`src/rtl/seg_scan_driver.sv`:
```
// Scans DIGITS packed seven-segment patterns onto one shared segment bus with
// per-digit active-low anodes, a per-frame input snapshot and per-slot dead-time.
// Optional brightness control is enabled by defining SEG_SCAN_BRIGHTNESS_EN.
module seg_scan_driver #(
  parameter int DIGITS       = 6,
  parameter int REFRESH_DIV  = 1666,
  parameter int BLANK_CYCLES = 16
) (
  input  logic                  clk,
  input  logic                  rst,
  input  logic [8*DIGITS-1:0]   seg_in,
  input  logic                  blank,
`ifdef SEG_SCAN_BRIGHTNESS_EN
  input  logic [2:0]            bright,
`endif
  output logic [DIGITS-1:0]     an,
  output logic [7:0]            seg,
  output logic [2:0]            digit_idx,
  output logic                  frame_tick
);

  localparam int            CW       = $clog2(REFRESH_DIV);
  localparam logic [CW-1:0] CNT_LAST = CW'(REFRESH_DIV - 1);
  localparam logic [2:0]    IDX_LAST = 3'(DIGITS - 1);

  logic [CW-1:0]       cnt;
  logic [2:0]          idx;
  logic [8*DIGITS-1:0] shadow;
  logic                load_pending;
  logic                slot_end;
  logic                frame_end;
  logic                snap;
  logic                lit;

  assign slot_end  = (cnt == CNT_LAST);
  assign frame_end = slot_end && (idx == IDX_LAST);
  assign snap      = load_pending || frame_end;

  // Slot counter, digit index and the per-frame snapshot of seg_in.
  // NOTE: sequential state uses non-blocking (<=) so every register samples
  // pre-edge values; blocking here would create order-dependent races.
  always_ff @(posedge clk) begin
    if (rst) begin
      cnt          <= '0;
      idx          <= '0;
      // NOTE: shadow is explicitly reset to all-ones (segments off) so the
      // first slot after reset can never show stale data from a prior run.
      shadow       <= '1;
      load_pending <= 1'b1;
      frame_tick   <= 1'b0;
    end else begin
      cnt          <= slot_end ? '0 : cnt + CW'(1);
      if (slot_end)
        idx <= (idx == IDX_LAST) ? 3'd0 : idx + 3'd1;
      frame_tick   <= snap;
      load_pending <= 1'b0;
      if (snap)
        shadow <= seg_in;
    end
  end

`ifdef SEG_SCAN_BRIGHTNESS_EN
  logic [31:0] lit_end;
  always_comb begin
    lit_end = 32'(BLANK_CYCLES)
            + ((32'(bright) + 32'd1) * 32'(REFRESH_DIV - BLANK_CYCLES)) / 32'd8;
  end
`endif

  // Lit only after the dead-time at the start of each slot and while not blanked.
  // NOTE: every always_comb output gets a default assignment first, so no
  // path through the block can leave it unassigned and infer a latch.
  always_comb begin
    lit = !blank && (32'(cnt) >= 32'(BLANK_CYCLES));
`ifdef SEG_SCAN_BRIGHTNESS_EN
    lit = lit && (32'(cnt) < lit_end);
`endif
  end

  // Registered display outputs: one cycle behind cnt/idx/shadow.
  always_ff @(posedge clk) begin
    if (rst) begin
      an        <= '1;
      seg       <= 8'hFF;
      digit_idx <= '0;
    end else begin
      an        <= lit ? ~(DIGITS'(1) << idx) : '1;
      seg       <= lit ? shadow[8*idx +: 8] : 8'hFF;
      digit_idx <= idx;
    end
  end

endmodule

```
`config.mk`:
```
export PLATFORM = sky130hd
export DESIGN_NAME = seg_scan_driver
export DESIGN_NICKNAME = d
export VERILOG_FILES = /design/src/rtl/seg_scan_driver.sv
export SDC_FILE = /design/constraint.sdc
export NUM_CORES = 1
export LEC_CHECK = 0
export ABC_CLOCK_PERIOD_IN_PS = 1800
export CAP_MARGIN = 5
export CORE_AREA = 2 2 86 88
export DETAILED_ROUTE_END_ITERATION = 8
export DIE_AREA = 0 0 88 90
export GPL_ROUTABILITY_DRIVEN = 0
export PLACE_DENSITY = 0.71
export SLEW_MARGIN = 10
export SYNTH_ARGS = -nofsm -noshare
export SYNTH_HDL_FRONTEND = slang
export SYNTH_SLANG_ARGS = --single-unit
```
`constraint.sdc`:
```
create_clock -name clk -period 1.8 [get_ports clk]
set_input_delay 0.45 -clock clk [delete_from_list [all_inputs] [get_ports clk]]
set_output_delay 0.45 -clock clk [all_outputs]
set_load 0.05 [all_outputs]
```
==> flow_summary.ini, run 1 <==
[route]
drt_first_pass_iters = 4
ant_nets = 0
finalWirelength_mm = 6.15
vias = 2178
wl_per_cell_um = 14.2
drc = 0
drtIter0Drc = 98
viasPerCell = 5.03

[flow_run]
drv_cap = 0

[critical_path]
worstSetupStartpointType = flop
reg2reg_slack_ns = 0.11
worstPathRequired_ns = 2.05
r2r-start = cnt[8]
regToRegEndpoint = shadow[39]
reg2reg_depth = 5
cp_max_fo = 24
arrival_ns = 1.94
end_kind = flop
crit_type = flop to flop

[global_route]
grt_max_degree = 50
grt_pass1_vias = 2116
grt_overflow_total = 0
grt_util_met2 = 0.238
antenna_found_initial = 0
grt_pass1_wl_mm = 9.66
met1_usage = 0.199
busiest_layer = met2
use_met3 = 0.0542
grt_usage = 0.159

[power]
p_switching_uw = 827
p_comb_frac = 0.081
power.density_nw_per_um2 = 885
ir_worst_vdd_mv = 0.475
p_leak_uw = 0.00147
report.power.total_uw = 3530
p_clk_frac = 0.381
intPower_uw = 2710
p_seq_frac = 0.537
netSwitchingFraction = 0.234

[cells_and_area]
fin_cells = 433
mostFrequentLayoutCell = dfxtp_1
drive_above_1_share = 0.180
diodes = 0
layout_common_cells = dfxtp_1, clkdlybuf4s50_1, o22a_1
fillerInstances = 624
utilization = 0.569
nets = 384
design_area_um2 = 3990
area_growth_pct = 34.6

[floorplanning]
rows = 31
die_h_um = 90
die_width_um = 88
core_area_um2 = 7020
io_pins = 69
initial_core_util = 0.422
dieArea_um2 = 7920

[place]
place_inst = 416
dpl.hpwl_mm = 4.27
io_buffers = 68
place_area_um2 = 3760

[synthesis]
post_synth.cell_area_avg_um2 = 11.6
synth.ff_latch_count = 81
ys_types = 31
netlist_area_um2 = 2970
synth_seq_area_share = 0.547
syn-num-nets = 311
netlist_instances = 256
ys.warnings.count = 0

[min_path]
hold_path_depth = 1
min_path_type = flop to flop
min_from = shadow[19]
hold_end = shadow[19]

[sta]
tns_ns = 0
rsz0062_at_grt = false
relSlewSlack = 0.759
clock-skew-final_ns = 0.00827
tightest_slew_ns = 0.356
finalCritPeriodShare = 0.936
final-hold-violation-count = 0
max_freq_mhz = 593
setup_viol = 0
slew_viol_final = 0
fin_crit_ns = 1.69

[clocking]
clk_latency_ns = 0.36
ctsRootBufferMaster = clkbuf_8
h-tree-depth = 3
numCtsBuffers = 9
cts_setup_buffers = 0
cts_hold_buffers = 0
cts.sinks = 81
cts_tree = built
clk_pin_slew_ns = 0.09
cts_buffer_depth = 2

[status]
status = finished clean
state kept, by name, summed over array words and instances, names as in the netlist:
register and flops:
shadow 48, cnt 11, seg 8, an 6, digit_idx 3, idx 3
frame_tick 1, load_pending 1
Yosys cell counts:
library cell | number | share of area
nor3_1 | 3 | 0.0051
a211oi_1 | 1 | 0.0025
and3_1 | 1 | 0.0021
or2_1 | 1 | 0.0021
and3b_1 | 1 | 0.0030
ha_1 | 4 | 0.017
inv_1 | 6 | 0.0076
and4bb_2 | 1 | 0.0042
nor2_1 | 18 | 0.023
o31ai_1 | 1 | 0.0025
mux2i_1 | 9 | 0.030
nor4_4 | 1 | 0.0072
o311ai_0 | 8 | 0.024
xor2_1 | 4 | 0.012
nand2b_1 | 2 | 0.0042
buf_6 | 2 | 0.0076
mux4_2 | 8 | 0.061
o21ai_0 | 1 | 0.0017
buf_2 | 8 | 0.014
nand3_1 | 5 | 0.0084
nand2_1 | 16 | 0.020
a41oi_1 | 1 | 0.0030
xnor2_1 | 6 | 0.018
nand4_1 | 3 | 0.0063
buf_1 | 1 | 0.0013
o22a_1 | 48 | 0.14
dfxtp_1 | 81 | 0.55
clkbuf_1 | 9 | 0.011
and2_1 | 3 | 0.0063
and4_1 | 1 | 0.0030
nor2b_1 | 2 | 0.0042
worst max-delay path, stage by stage, from the launching register on:
cell and delay [ns]:
dfxtp_1 0.37, nor4_4 0.34, a41oi_1 0.19, or2_4 0.30, clkbuf_16 0.20, o22a_1 0.18
routing by layer:
layer | part of all wire | up-vias | routed length (um)
li1 | - | 1092 | -
met1 | 0.44 | 1019 | 2730
met2 | 0.47 | 55 | 2880
met3 | 0.066 | 12 | 405
met4 | 0.022 | 0 | 133
met5 | 0 | - | 0
through the flow:
step	hold WS (ns)	worst slack (ns)
after floorplan	0.452	0.0857
after global placement	0.459	0.0902
after detailed placement	0.470	0.0532
after CTS	0.489	0.100
after global routing	0.500	0.00491
final	0.484	0.114
timing repair:
action / in CTS / in global routing
hold endpoints to repair: 0 / 0
gates resized for setup: 0 / 1
endpoints found under the setup margin: 0 / 9
power groups by stage:
stage	logic, uW	clock network [uW]	registers, uW
6_report	288	1350	1900
5_1_grt	311	1460	1910
4_1_cts	282	1380	1900
3_5_place_dp	282	0	1940
3_3_place_gp	277	0	1940
2_1_floorplan	132	0	1940
layout make-up:
type                       instances  area [um^2]  share of cell area
multi-input combinational        149         1230               0.307
timing repair buffer              82          796               0.199
sequential                        81         1620               0.406
tap                               99          124              0.0310
clock inverter                     7         77.6              0.0194
inverter                           6         22.5             0.00564
clock buffer                       9          124              0.0310
worst max-delay path by stage:
stage,from,end,slack [ns],cells after the start
after global placement,rst,an[2],0.09,5
after global routing,cnt[1],shadow[33],0.005,7
after floorplan,idx[1],idx[2],0.09,7
after detailed placement,rst,an[2],0.05,5
final,cnt[8],shadow[39],0.11,5
after CTS,cnt[8],shadow[42],0.1,5
logic make-up after synthesis:
logic type | after synthesis | share of synthesized area
flip-flops | 81 | 0.547
multiplexers | 17 | 0.0911
adder cells (fa/ha/maj) | 4 | 0.0169
AND/OR/NAND/NOR | 58 | 0.0992
buffers and inverters | 26 | 0.0413
AO/OA/AOI/OAI | 60 | 0.175
XOR/XNOR | 10 | 0.0295
No activity file was read; power rests on OpenSTA's default activity.
==> run 2, diff against run 1 <==
SKIP_CTS_REPAIR_TIMING = 1   (was not set)
==> results of run 2 <==
No change in the layout: final DEF, timing and power equal those of run 1.
==> run 3, diff against run 2 <==
GPL_ROUTABILITY_DRIVEN = not set   (was 0)
HOLD_SLACK_MARGIN = 0.05   (was not set)
==> results of run 3 <==
No change in the layout: final DEF, timing and power equal those of run 1.
